$ cat config.mk
export PLATFORM = sky130hd
export DESIGN_NAME = checkpoint_ctrl
export DESIGN_NICKNAME = d
export VERILOG_FILES = /design/src/rtl/checkpoint_ctrl_pkg.sv /design/src/rtl/checkpoint_ctrl_first_br_finder.sv /design/src/rtl/checkpoint_ctrl.sv
export SDC_FILE = /design/constraint.sdc
export NUM_CORES = 1
export LEC_CHECK = 0
export ABC_CLOCK_PERIOD_IN_PS = 6500
export BUFFER_PORTS_ARGS = -buffer_cell sky130_fd_sc_hd__buf_2
export CELL_PAD_IN_SITES_DETAIL_PLACEMENT = 0
export CELL_PAD_IN_SITES_GLOBAL_PLACEMENT = 1
export CORE_MARGIN = 2
export CORE_UTILIZATION = 41
export DETAILED_ROUTE_END_ITERATION = 10
export HOLD_SLACK_MARGIN = 0.05
export PLACE_DENSITY_LB_ADDON = 0.1
export SLEW_MARGIN = 20
export SYNTH_ARGS = -nofsm -noshare
export SYNTH_HDL_FRONTEND = slang
export SYNTH_SLANG_ARGS = --single-unit
$ cat constraint.sdc
create_clock -name clock -period 6.5 [get_ports clock]
set_clock_uncertainty 0.1 [all_clocks]
set_input_delay 0.65 -clock clock [delete_from_list [all_inputs] [get_ports clock]]
set_output_delay 0.65 -clock clock [all_outputs]
set_load 0.02 [all_outputs]
$ cat src/rtl/checkpoint_ctrl_pkg.sv
// Shared definitions for the rename-stage branch checkpoint controller.
// Latency: n/a (types, constants and a slot-distance helper only).
// Backpressure: n/a.
package checkpoint_ctrl_pkg;

   localparam int RENAME_WIDTH  = 3;                       // lanes per rename group
   localparam int CP_NUM        = 4;                       // checkpoint slots
   localparam int CP_INDEX_SIZE = 2;                       // log2(CP_NUM)
   localparam int CNT_W         = CP_INDEX_SIZE + 1;       // count must reach CP_NUM
   localparam int LANE_IDX_W    = $clog2(RENAME_WIDTH);

   typedef enum logic [1:0] {
      RUN     = 2'd0,
      RECOVER = 2'd1,
      DRAIN   = 2'd2
   } ctrl_state_t;

   // Distance from slot b forward to slot a around the ring. CP_NUM is a
   // power of two, so the natural wrap of the subtraction is the modulo.
   function automatic logic [CP_INDEX_SIZE-1:0] slot_dist(
      input logic [CP_INDEX_SIZE-1:0] a,
      input logic [CP_INDEX_SIZE-1:0] b
   );
      return a - b;
   endfunction

endpackage

$ cat src/rtl/checkpoint_ctrl_first_br_finder.sv
// Priority encoder: lowest lane of the decode group holding a branch.
// Latency: combinational. Backpressure: none (pure function of its input).
// Ports: br_lanes (valid & is_br per lane) -> found flag, idx of lowest set lane.
module checkpoint_ctrl_first_br_finder
   import checkpoint_ctrl_pkg::*;
(
   input  logic [RENAME_WIDTH-1:0] br_lanes,
   output logic                    found,
   output logic [LANE_IDX_W-1:0]   idx
);

   // Scan from the top down so the lowest set lane is the last writer.
   always_comb begin
      found = 1'b0;
      idx   = '0;
      for (int i = RENAME_WIDTH - 1; i >= 0; i--) begin
         if (br_lanes[i]) begin
            found = 1'b1;
            idx   = LANE_IDX_W'(i);
         end
      end
   end

endmodule

$ cat src/rtl/checkpoint_ctrl.sv
// Branch checkpoint scheduler: grants decode lanes, allocates/frees ring tags, runs mispredict recovery.
// Latency: grant/check combinational; recover registered (1 cycle after the mispredict), 3 cycles until grants resume.
// Backpressure: no grants unless rename_ready; a group is cut after its first branch, or before it when all slots are live.
// Ports:
//   clock, reset (sync, active-low)
//   dec_valid/dec_is_br/rename_ready -> lane_grant, br_tag, check, check_idx
//   resolve_valid/resolve_tag/resolve_mispredict -> recover, recover_idx
//   flush (ROB exception) ; cp_count, cp_full (occupancy)
module checkpoint_ctrl
   import checkpoint_ctrl_pkg::*;
(
   input  logic                      clock,
   input  logic                      reset,
   input  logic [RENAME_WIDTH-1:0]   dec_valid,
   input  logic [RENAME_WIDTH-1:0]   dec_is_br,
   input  logic                      rename_ready,
   output logic [RENAME_WIDTH-1:0]   lane_grant,
   output logic [CP_INDEX_SIZE-1:0]  br_tag,
   output logic                      check,
   output logic [CP_INDEX_SIZE-1:0]  check_idx,
   input  logic                      resolve_valid,
   input  logic [CP_INDEX_SIZE-1:0]  resolve_tag,
   input  logic                      resolve_mispredict,
   output logic                      recover,
   output logic [CP_INDEX_SIZE-1:0]  recover_idx,
   input  logic                      flush,
   output logic [CNT_W-1:0]          cp_count,
   output logic                      cp_full
);

   ctrl_state_t              state_q, state_d;
   logic [CP_INDEX_SIZE-1:0] head_q, head_d;
   logic [CP_INDEX_SIZE-1:0] tail_q, tail_d;
   logic [CNT_W-1:0]         count_q, count_d;
   logic [CP_NUM-1:0]        done_q, done_d;
   logic                     recover_d;
   logic [CP_INDEX_SIZE-1:0] recover_idx_d;

   logic                     br_found;
   logic [LANE_IDX_W-1:0]    br_idx;
   logic [CP_INDEX_SIZE-1:0] res_dist;
   logic                     res_live;
   logic                     mis_hit;
   logic                     ok_hit;
   logic                     grant_en;
   logic                     release_head;

   checkpoint_ctrl_first_br_finder u_first_br_finder (
      .br_lanes (dec_valid & dec_is_br),
      .found    (br_found),
      .idx      (br_idx)
   );

   assign cp_count = count_q;
   assign cp_full  = (count_q == CNT_W'(CP_NUM));

   // Liveness is measured from head; resolves for anything outside the
   // live window (including tags squashed by an earlier mispredict) are ignored.
   assign res_dist = slot_dist(resolve_tag, head_q);
   assign res_live = ({1'b0, res_dist} < count_q);
   assign mis_hit  = resolve_valid &  resolve_mispredict & res_live;
   assign ok_hit   = resolve_valid & ~resolve_mispredict & res_live;

   assign grant_en     = reset & ~flush & ~mis_hit & rename_ready & (state_q == RUN);
   assign release_head = (count_q != '0) & done_q[head_q];

   // Grant lanes up to and including the first branch; when every slot is
   // live, stop just short of it so it is re-presented once a slot frees.
   always_comb begin
      lane_grant = '0;
      check      = 1'b0;
      if (grant_en) begin
         if (!br_found) begin
            lane_grant = dec_valid;
         end else begin
            for (int i = 0; i < RENAME_WIDTH; i++) begin
               if ((LANE_IDX_W'(i) < br_idx) || ((LANE_IDX_W'(i) == br_idx) && !cp_full)) begin
                  lane_grant[i] = dec_valid[i];
               end
            end
            check = ~cp_full;
         end
      end
   end

   assign check_idx = check ? tail_q : '0;
   assign br_tag    = check ? tail_q : '0;

   always_comb begin
      head_d        = head_q;
      tail_d        = tail_q;
      count_d       = count_q;
      done_d        = done_q;
      recover_d     = 1'b0;
      recover_idx_d = '0;

      case (state_q)
         RECOVER: state_d = DRAIN;
         DRAIN:   state_d = RUN;
         default: state_d = RUN;
      endcase

      if (flush) begin
         head_d  = tail_q;
         count_d = '0;
         done_d  = '0;
         state_d = RUN;
      end else if (mis_hit) begin
         // Everything from the mispredicted tag onward is squashed; the
         // mispredicted slot itself becomes the next allocation. A pending
         // head release waits a cycle, its done bit is kept.
         tail_d  = resolve_tag;
         count_d = {1'b0, res_dist};
         for (int i = 0; i < CP_NUM; i++) begin
            if ({1'b0, slot_dist(CP_INDEX_SIZE'(i), head_q)} >= count_d) begin
               done_d[i] = 1'b0;
            end
         end
         state_d       = RECOVER;
         recover_d     = 1'b1;
         recover_idx_d = resolve_tag;
      end else begin
         if (ok_hit) begin
            done_d[resolve_tag] = 1'b1;
         end
         if (release_head) begin
            done_d[head_q] = 1'b0;
            head_d         = head_q + CP_INDEX_SIZE'(1);
         end
         if (check) begin
            tail_d = tail_q + CP_INDEX_SIZE'(1);
         end
         count_d = count_q + CNT_W'(check) - CNT_W'(release_head);
      end
   end

   always_ff @(posedge clock) begin
      if (!reset) begin
         state_q     <= RUN;
         head_q      <= '0;
         tail_q      <= '0;
         count_q     <= '0;
         done_q      <= '0;
         recover     <= 1'b0;
         recover_idx <= '0;
      end else begin
         state_q     <= state_d;
         head_q      <= head_d;
         tail_q      <= tail_d;
         count_q     <= count_d;
         done_q      <= done_d;
         recover     <= recover_d;
         recover_idx <= recover_idx_d;
      end
   end

endmodule

==> metrics.md, run 1 <==
| Metric | Value |
|---|---|
| Root Buffer Master | clkbuf_4 |
| ANT nets after route | 0 |
| Post-synth net total | 157 |
| Data required, critical path | ~5.8 ns |
| Max incr delay on CP | 0.57 ns |
| Number of H-tree levels | 1 |
| Number of flops mapped to enable cells by yosys | 0 |
| Critical path buffer and inverter count | 4 |
| I/O Buffers | 28 |
| Final hold vios | 0 |
| Cell area power density | 158 nW/um^2 |
| Post-CTS setup buffers | 0 |
| Crit path max-delay family | adder cells |
| Die footprint | 3170 um^2 |
| Clock share of power | 25.6% |
| CTS resizes | 0 |
| Via count | between 1000 and 1500 |
| Internal | 140 uW |
| WL/cell | 14.7 um |
| Final setup viols | 0 |
| Worst reg2reg path depth | 13 |
| RSZ-0062 raised after global routing | no |
| Final worst path period share | 63.3% |
| Die height | 56.3 um |
| Synth Cell Area | 1120 um^2 |
| Post-synthesis sequential area ratio | around 27% |
| First-pass GRT wire length | approximately 4.8 mm |
| Crit Reg-Reg Startpoint | head_q[1] |
| Hold Path Class | register to register |
| Tmin final | roughly 4.1 ns |
| Sequential share of power | 47.9% |
| Syn Inst Count | 128 |
| Share of cells above drive strength 1 | between 20 and 30% |
| WL final | approximately 2.7 mm |
| GPL Wtd Cong | 0.811 |
| Worst Tran Pin Value | 0.659 ns |
| WS Path Type | input pin to output port |
| Gate power share | roughly a quarter |
| Seq cells post-synth | 15 |
| Avg Inst Size Synth | 8.75 um^2 |
| GR Overflow Total | 0 |
| Number of global-route vias before repair | slightly above 1000 |
| Die Wd | approximately 56 um |
| CTS clock-pin slew for the worst setup and hold paths | around 0.090 ns |
| Critical path capture point type | output port |
| Ant diodes | 0 |
| Total CTS buffers | 3 |
| Setup TNS | 0 ns |
| Area growth, synth to finish | 16.3% |
| Achievable frequency | roughly 240 MHz |
| Pleak | 0.000625 uW |
| Clock latency on the worst-skew pair | approximately 0.27 ns |
| Maxcap violations | 0 |
| Top area cells in the synthesized netlist | dfxtp_1, ha_1, inv_1, fa_1, a211oi_1 |
| Antenna violations before repair | 0 |
| GRT Total Usage | 18.8% |
| HPWL Detailed | approximately 2.1 mm |
| Io pins | 29 |
| Filler cells | 238 |
| Slew Limit Headroom | roughly 56% |
| Crit path DAT | 3.36 ns |
| Clock tree buffer depth | 2 |
| Vias per cell | about 5.7 |
| Synth unique cells | 40 |
| Area share of the largest cell type after synthesis | 26.8% |
| Crit path capture | lane_grant[2] |
| # hold bufs at CTS | 0 |
| Syn. warnings | 0 |
| Worst path cell trace | buf_2 -> inv_1 -> ha_1 -> fa_1 -> inv_1 -> ha_1 -> nand2b_1 -> o2111a_1 -> or3_1 -> a211oi_1 -> buf_2 |
| Status | finished, final reports clean |
| FP Rows | 18 |
| Final Max Slew Viols | 0 |
| Switching Share | 32.1% |
| Reg2reg end | cp_count[2] |
| Post-synth top flop | dfxtp_1 |
| Sw power | 66.1 uW |
| CORE AREA | 2520 um^2 |
| R2r setup slk | between 2 and 3 ns |
| DRC viols | 0 |
| Post-synth ARST share | 0% |
| Pre-Repair DR Iteration Count | 4 |
| Crit path max fanout | 13 |
| Crit. path cell count | 11 |
| Synth area leader | dfxtp_1 |
| Max stage delay cell, worst path | fa_1 |
| Worst vdd ir | 0.0938 mV |
| Final Power | about 200 uW |
| Fin nets | 186 |
| CTS tree | done |
| Startpoint types | input pin |
| Clk sink count | 15 |
| Largest net degree at the start of global routing | 16 |
| Initial Util | between 40 and 50% |
| CP startpoint | resolve_tag[0] |
| Detailed Route Iter0 Violations | 16 |
==> power groups by stage <==
stage / clock (uW) / sequential [uW] / combinational [uW]
3_5_place_dp: 0 / 101 / 54.1
6_report: 52.6 / 98.7 / 54.5
2_1_floorplan: 0 / 101 / 36.1
3_3_place_gp: 0 / 101 / 53.3
4_1_cts: 55.7 / 98.6 / 54.4
5_1_grt: 60.3 / 99.3 / 62.6
==> state kept, by name (all words and copies together), names as in the netlist <==
| signal | cells |
|---|---|
| cp_count | 3 |
| done_q | 4 |
| head_q | 2 |
| recover | 1 |
| recover_idx | 2 |
| state_q | 1 |
| tail_q | 2 |
==> layout by cell type, fill, tap and decap left out, types with 4 or more instances in the layout <==
cell type / count
nor2_1: 6
buf_2: 28
o21ai_0: 6
nor3_1: 4
a31oi_1: 7
inv_1: 17
dfxtp_1: 15
nand2_1: 8
ha_1: 12
a211oi_1: 6
==> cell type report <==
cell class / count / area [um^2] / share of cell area (%)
timing repair buffer: 29 / 148 / 11.3
tap: 30 / 37.5 / 2.88
sequential: 15 / 300 / 23.1
clock buffer: 4 / 26.3 / 2.02
multi-input combinational: 90 / 723 / 55.5
inverter: 18 / 67.6 / 5.19
==> metrics by stage <==
step	cells	util (%)	instance area, um^2	setup slack, ns	hold WS, ns
after global placement	182	50.6	1280	2.43	0.315
after global routing	186	51.6	1300	2.17	0.353
after detailed placement	182	50.6	1280	2.41	0.319
after floorplan	128	-	1120	2.35	0.301
final	186	51.6	1300	2.39	0.326
after CTS	186	51.6	1300	2.39	0.333
==> metal layers <==
metal | share of wire (%) | vias up | global-route usage (%) | wire length [um]
li1 | - | 525 | - | -
met1 | 47 | 502 | 26.0 | 1290
met2 | 47 | 38 | 29.7 | 1280
met3 | 5.8 | 2 | 3.00 | 160
met4 | 0.37 | 0 | 6.12 | 10
met5 | 0 | - | 0 | 0
==> logic make-up after synthesis <==
logic type | share of synthesized area (%)
AO/OA/AOI/OAI | 22.2
adder cells (fa/ha/maj) | 18.8
flip-flops | 26.8
buffers and inverters | 8.60
XOR/XNOR | 2.35
multiplexers | 2.90
AND/OR/NAND/NOR | 18.3
==> Yosys cell counts (3+ instances only) <==
cell / instances
a211oi_1: 6
a31oi_1: 7
dfxtp_1: 15
fa_1: 3
ha_1: 12
inv_1: 17
nand2_1: 8
nor2_1: 6
nor3_1: 4
nor4_1: 3
o21ai_0: 6
==> worst reg2reg max path: stages, from the launching register on <==
cell and delay [ns]:
dfxtp_1 0.45, inv_1 0.19, fa_1 0.62, inv_1 0.08, ha_1 0.27, nand2b_1 0.08, o2111a_1 0.40, nor3_1 0.32
ha_1 0.20, inv_1 0.05, fa_1 0.37, xnor2_1 0.19, xnor2_1 0.14, nor3_1 0.06
==> how the worst min path moves through the flow <==
| stage | depth (start not counted) | startpoint | endpoint | slack (ns) |
|---|---|---|---|---|
| global placement | 1 | state_q[1] | state_q[1] | 0.31 |
| detailed placement | 1 | state_q[1] | state_q[1] | 0.32 |
| floorplan | 1 | state_q[1] | state_q[1] | 0.30 |
| finish | 1 | state_q[1] | state_q[1] | 0.33 |
| global route | 1 | state_q[1] | state_q[1] | 0.35 |
| CTS | 1 | state_q[1] | state_q[1] | 0.33 |
Note: power is estimated with default switching activity, not from simulation.
==> inputs of run 2 (changes only) <==
Settings changed: ABC_AREA set to 1, ABC_CLOCK_PERIOD_IN_PS 6500 to 3700, CORE_UTILIZATION 41 to 33.
Clock period 6.5 ns to 3.7 ns, I/O delays scaled along.
==> metrics.md, run 2 <==
| Metric | Value |
|---|---|
| Status | finished, final reports clean |
| Met2 usage | 23.4% |
| Post-route insts no fill | 247 |
| Most flops, register | done_q |
| Root Buffer Master | clkbuf_4 |
| GPL Wtd Cong | 0.814 |
| Synth top cells by count | nand2_1, inv_1, nor2_1 |
| Antenna violations before repair | 0 |
| Final Power | 398 uW |
| CORE AREA | 3390 um^2 |
| CTS clock-pin slew for the worst setup and hold paths | 0.11 ns |
| Multi-input logic area | 731 um^2 |
| HPWL Detailed | 2.27 mm |
| # hold bufs at CTS | 0 |
| Io pins | 29 |
| Startpoint types | register |
| Final worst path period share | 89.0% |
| Vias per cell | 4.52 |
| Hold Path Class | input pin to register |
| Final hold vios | 0 |
| ANT nets after route | 0 |
| Die Wd | 63.8 um |
| Worst Tran Pin Value | 0.273 ns |
| Clk sink count | 15 |
| Achievable frequency | 304 MHz |
| Filler cells | between 300 and 400 |
| Crit path max fanout | 12 |
| Clock tree buffer depth | 2 |
| Most common cell in the synthesized netlist | nand2_1 |
| Maxcap violations | 0 |
| I/O Buffers | 28 |
| Pre-Repair DR Iteration Count | 4 |
| CTS tree | done |
| Largest register FFs | 4 |
| Number of flops mapped to enable cells by yosys | 0 |
| Worst vdd ir | 0.135 mV |
| Die height | 63.8 um |
| RSZ-0062 raised after global routing | no |
| R2r setup slk | 0.53 ns |
| Register area | 300 um^2 |
| Grt peak-use layer | met2 |
| Setup TNS | 0 ns |
| Data required, critical path | 3.23 ns |
| Synth Cell Area | 1180 um^2 |
| Initial Util | 34.8% |
| DRC viols | 0 |
| Tmin final | 3.29 ns |
| GRT Total Usage | 14.4% |
| First-pass GRT wire length | 4.55 mm |
| Ant diodes | 0 |
| Post-synth net total | 200 |
| Cell area power density | 287 nW/um^2 |
| Post-CTS setup buffers | 0 |
| Util after Layout | roughly two fifths |
| Avg Inst Size Synth | 6.91 um^2 |
| Seq cells post-synth | 15 |
| Post-synth top flop | dfxtp_1 |
| Syn. warnings | 0 |
| Critical path capture point type | output port |
| Detailed Route Iter0 Violations | 28 |
| Area share of the largest cell type after synthesis | 25.4% |
| Dpl cells | 243 |
| Commonest non-fill, non-tap cell in the layout | nand2_1 |
| Number of global-route vias before repair | roughly 1000 |
| WL/cell | between 10 and 15 um |
| Final Max Slew Viols | 0 |
| WL final | 2.83 mm |
| Post-synthesis sequential area ratio | 25.4% |
| Clock latency on the worst-skew pair | about 0.30 ns |
| Pleak | 0.000739 uW |
| CTS resizes | 0 |
| Syn Inst Count | 171 |
| Via count | ~1100 |
| Most frequent cells in the layout | nand2_1, buf_2, inv_1 |
| Met1 Track Usage GR | 19.3% |
| Post-synth ARST share | 0% |
| Share of cells above drive strength 1 | 24.4% |
| Crit path DAT | approximately 2.8 ns |
| GR Overflow Total | 0 |
| Slew Limit Headroom | around 80% |
| Largest net degree at the start of global routing | 13 |
| Fin nets | 231 |
| Top area cells in the synthesized netlist | dfxtp_1, nand2_1, ha_1, inv_1, nor2_1 |
| M3 GR Usage | 2.29% |
| FP Rows | 21 |
| Total CTS buffers | 3 |
| WS Path Type | register to output port |
| Synth area leader | dfxtp_1 |
| Synth unique cells | 29 |
| Area growth, synth to finish | 17.4% |
| Final setup viols | 0 |
| Die footprint | 4070 um^2 |
| Number of H-tree levels | 1 |
[run 2: logic make-up after synthesis]
| group | synth area share (%) |
|---|---|
| AND/OR/NAND/NOR | 31.1 |
| buffers and inverters | 12.7 |
| AO/OA/AOI/OAI | 10.7 |
| adder cells (fa/ha/maj) | 17.8 |
| flip-flops | 25.4 |
| XOR/XNOR | 2.22 |
[run 2: layout make-up]
cell class	instances	area share (%)
clock buffer	4	1.90
inverter	31	8.39
multi-input combinational	121	52.7
sequential	15	21.7
tap	46	4.15
timing repair buffer	30	11.2
[run 2: critical path: stages, from the launching register on]
cell      delay [ns]
dfxtp_1         0.44
inv_1           0.19
fa_1            0.65
inv_1           0.07
ha_1            0.28
nand3_2         0.11
nand3_4         0.08
buf_4           0.20
nand3_1         0.15
a211oi_1        0.17
buf_2           0.19
[run 2: path summary, 6_finish.rpt]
kind                   from             to  depth (start not counted)
hold reg to reg   done_q[1]      done_q[1]                          2
setup reg to reg  head_q[1]    cp_count[2]                         13
setup / recovery  head_q[1]  lane_grant[1]                         10
hold / removal        reset      tail_q[1]                          3
[run 2: where the power goes]
group / total (uW) / internal (uW) / switching, uW / leakage (uW)
combinational: 122 / 46.9 / 75.6 / 0.000602
clock: 104 / 42.0 / 61.7 / 0.0000150
sequential: 172 / 167 / 5.71 / 0.000122
total: 398 / 255 / 143 / 0.000739
[run 2: stage by stage]
stage	setup WS [ns]	cell area [um^2]	hold slack [ns]
after detailed placement	0.337	1360	0.346
final	0.408	1390	0.231
after CTS	0.373	1390	0.232
after floorplan	0.523	1180	0.326
after global placement	0.430	1360	0.340
after global routing	0.125	1390	0.229
[run 2: metal layers]
layer	up-vias	routed length (um)
met3	4	110
li1	596	-
met1	498	1380
met2	19	1300
met4	0	40
met5	-	0
==> inputs of run 3 (changes only) <==
Settings changed: CTS_BUF_LIST set to sky130_fd_sc_hd__clkbuf_16.
==> metrics.md, run 3 (synthesis gave the netlist of run 2 again) <==
| Metric | Value |
|---|---|
| Status | finished, final reports clean |
| Largest net degree at the start of global routing | 13 |
| Internal | 357 uW |
| Pre-Repair DR Iteration Count | 4 |
| Initial Util | 34.8% |
| Cell area power density | about 350 nW/um^2 |
| Vias per cell | 4.51 |
| WL final | 2.80 mm |
| Crit path DAT | roughly 2.8 ns |
| Clk sink count | 15 |
| Final Max Slew Viols | 0 |
| Clock latency on the worst-skew pair | 0.25 ns |
| CTS resizes | 0 |
| Maxcap violations | 0 |
| Most frequent cells in the layout | nand2_1, buf_2, inv_1 |
| Area growth, synth to finish | 21.8% |
| WL/cell | 11.3 um |
| First-pass GRT wire length | 4.53 mm |
| Clock tree buffer depth | 2 |
| WS Path Type | register to output port |
| CORE AREA | 3390 um^2 |
| RSZ-0062 raised after global routing | no |
| Number of H-tree levels | 1 |
| Tmin final | 3.22 ns |
| Die height | approximately 64 um |
| Final Cell Area | 1440 um^2 |
| Largest register FFs | 4 |
| Fin nets | around 230 |
| CTS clock-pin slew for the worst setup and hold paths | around 0.05 ns |
| Worst Tran Pin Value | between 0.2 and 0.3 ns |
| Detailed Route Iter0 Violations | 27 |
| Worst vdd ir | 0.155 mV |
| Startpoint types | register |
| Number of global-route vias before repair | 1001 |
| Gate power share | 23.9% |
| Setup TNS | 0 ns |
| Ant diodes | 0 |
| # hold bufs at CTS | 0 |
| Switching Share | 29.9% |
| Sw power | 153 uW |
| Antenna violations before repair | 0 |
| Worst path cell trace | inv_1 -> fa_1 -> inv_1 -> ha_1 -> nand3_2 -> nand3_4 -> buf_4 -> nand3_1 -> a211oi_1 -> buf_2 |
| Achievable frequency | about 310 MHz |
| Final setup viols | 0 |
| GR Overflow Total | 0 |
| Share of cells above drive strength 1 | 24.4% |
| DP Area | roughly 1400 um^2 |
| ANT nets after route | 0 |
| Hold Path Class | input pin to register |
| Via count | 1115 |
| Final hold vios | 0 |
| Post-CTS setup buffers | 0 |
| Clock share of power | 42.3% |
| Top cell by count, worst path | inv_1 |
| Sequential share of power | between 30% and 40% |
| Final worst path period share | 87.0% |
| Root Buffer Master | clkbuf_16 |
| I/O Buffers | 28 |
| Most flops, register | done_q |
| Total CTS buffers | 3 |
| GRT Total Usage | 14.4% |
| FP Rows | 21 |
| Pleak | ~0.00077 uW |
| HPWL Detailed | 2.27 mm |
| Slew Limit Headroom | 82.3% |
| CTS tree | done |
| DRC viols | 0 |
| Critical path capture point type | output port |
| Commonest non-fill, non-tap cell in the layout | nand2_1 |
| Die footprint | just over 4000 um^2 |
| GPL Wtd Cong | slightly above 0.8 |
| Die Wd | 63.8 um |
| Crit path max fanout | 12 |
| Data required, critical path | 3.23 ns |
| Io pins | 29 |
| Max stage delay cell, worst path | fa_1 |
| Max incr delay on CP | around 0.64 ns |
[run 3: cell types whose count changed in the layout (fill, tap and decap cells not counted), sizes merged]
| cell | previous run | this run |
|---|---|---|
| inv | 31 | 32 |
| clkbuf | 4 | 3 |
[run 3: per-layer routing]
metal / vias up / global-route usage [%] / share of wire, %
li1: 597 / - / -
met1: 492 / 18.6 / 47
met2: 22 / 23.7 / 47
met3: 4 / 3.35 / 4.7
met4: 0 / 4.35 / 1.1
met5: - / 0 / 0
[run 3: final timing paths]
path / from / endpoint / slack [ns] / cells after the start
max: head_q[1] / lane_grant[1] / 0.48 / 10
min: reset / tail_q[1] / 0.29 / 3
max reg2reg: head_q[1] / cp_count[2] / 0.55 / 13
min reg2reg: done_q[1] / done_q[1] / 0.35 / 2
[run 3: power by group through the flow]
| stage | clock network [uW] | registers, uW | logic (uW) |
|---|---|---|---|
| 4_1_cts | 221 | 173 | 123 |
| 3_5_place_dp | 0 | 176 | 123 |
| 6_report | 216 | 173 | 122 |
| 5_1_grt | 229 | 173 | 140 |
| 3_3_place_gp | 0 | 176 | 121 |
| 2_1_floorplan | 0 | 177 | 88.3 |
[run 3: layout make-up]
| class | count | area (um^2) |
|---|---|---|
| fill | 347 | 1950 |
| multi-input combinational | 121 | 731 |
| sequential | 15 | 300 |
| timing repair buffer | 30 | 155 |
| inverter | 31 | 116 |
| clock buffer | 3 | 75.1 |
| tap | 46 | 57.6 |
| clock inverter | 1 | 3.75 |
[run 3: critical path, delay by kind of cell (launching register included)]
| family | cells | cell delay, ns |
|---|---|---|
| AOI/OAI and AO/OA | 1 | 0.18 |
| buffers and inverters | 4 | 0.63 |
| and+or+nand+nor | 3 | 0.34 |
| adders and majority gates | 2 | 0.92 |
| DFF | 1 | 0.42 |
[run 3: metrics by stage]
step | util, % | instances | worst slack [ns] | hold WS (ns) | power [uW]
finish | 42.5 | 247 | 0.482 | 0.291 | 510
global route | 42.5 | 247 | 0.205 | 0.306 | 543
CTS | 42.5 | 247 | 0.445 | 0.292 | 517
detailed placement | 40.1 | 243 | 0.337 | 0.346 | 299
global placement | 40.1 | 243 | 0.430 | 0.340 | 298
floorplan | - | 171 | 0.523 | 0.326 | 265
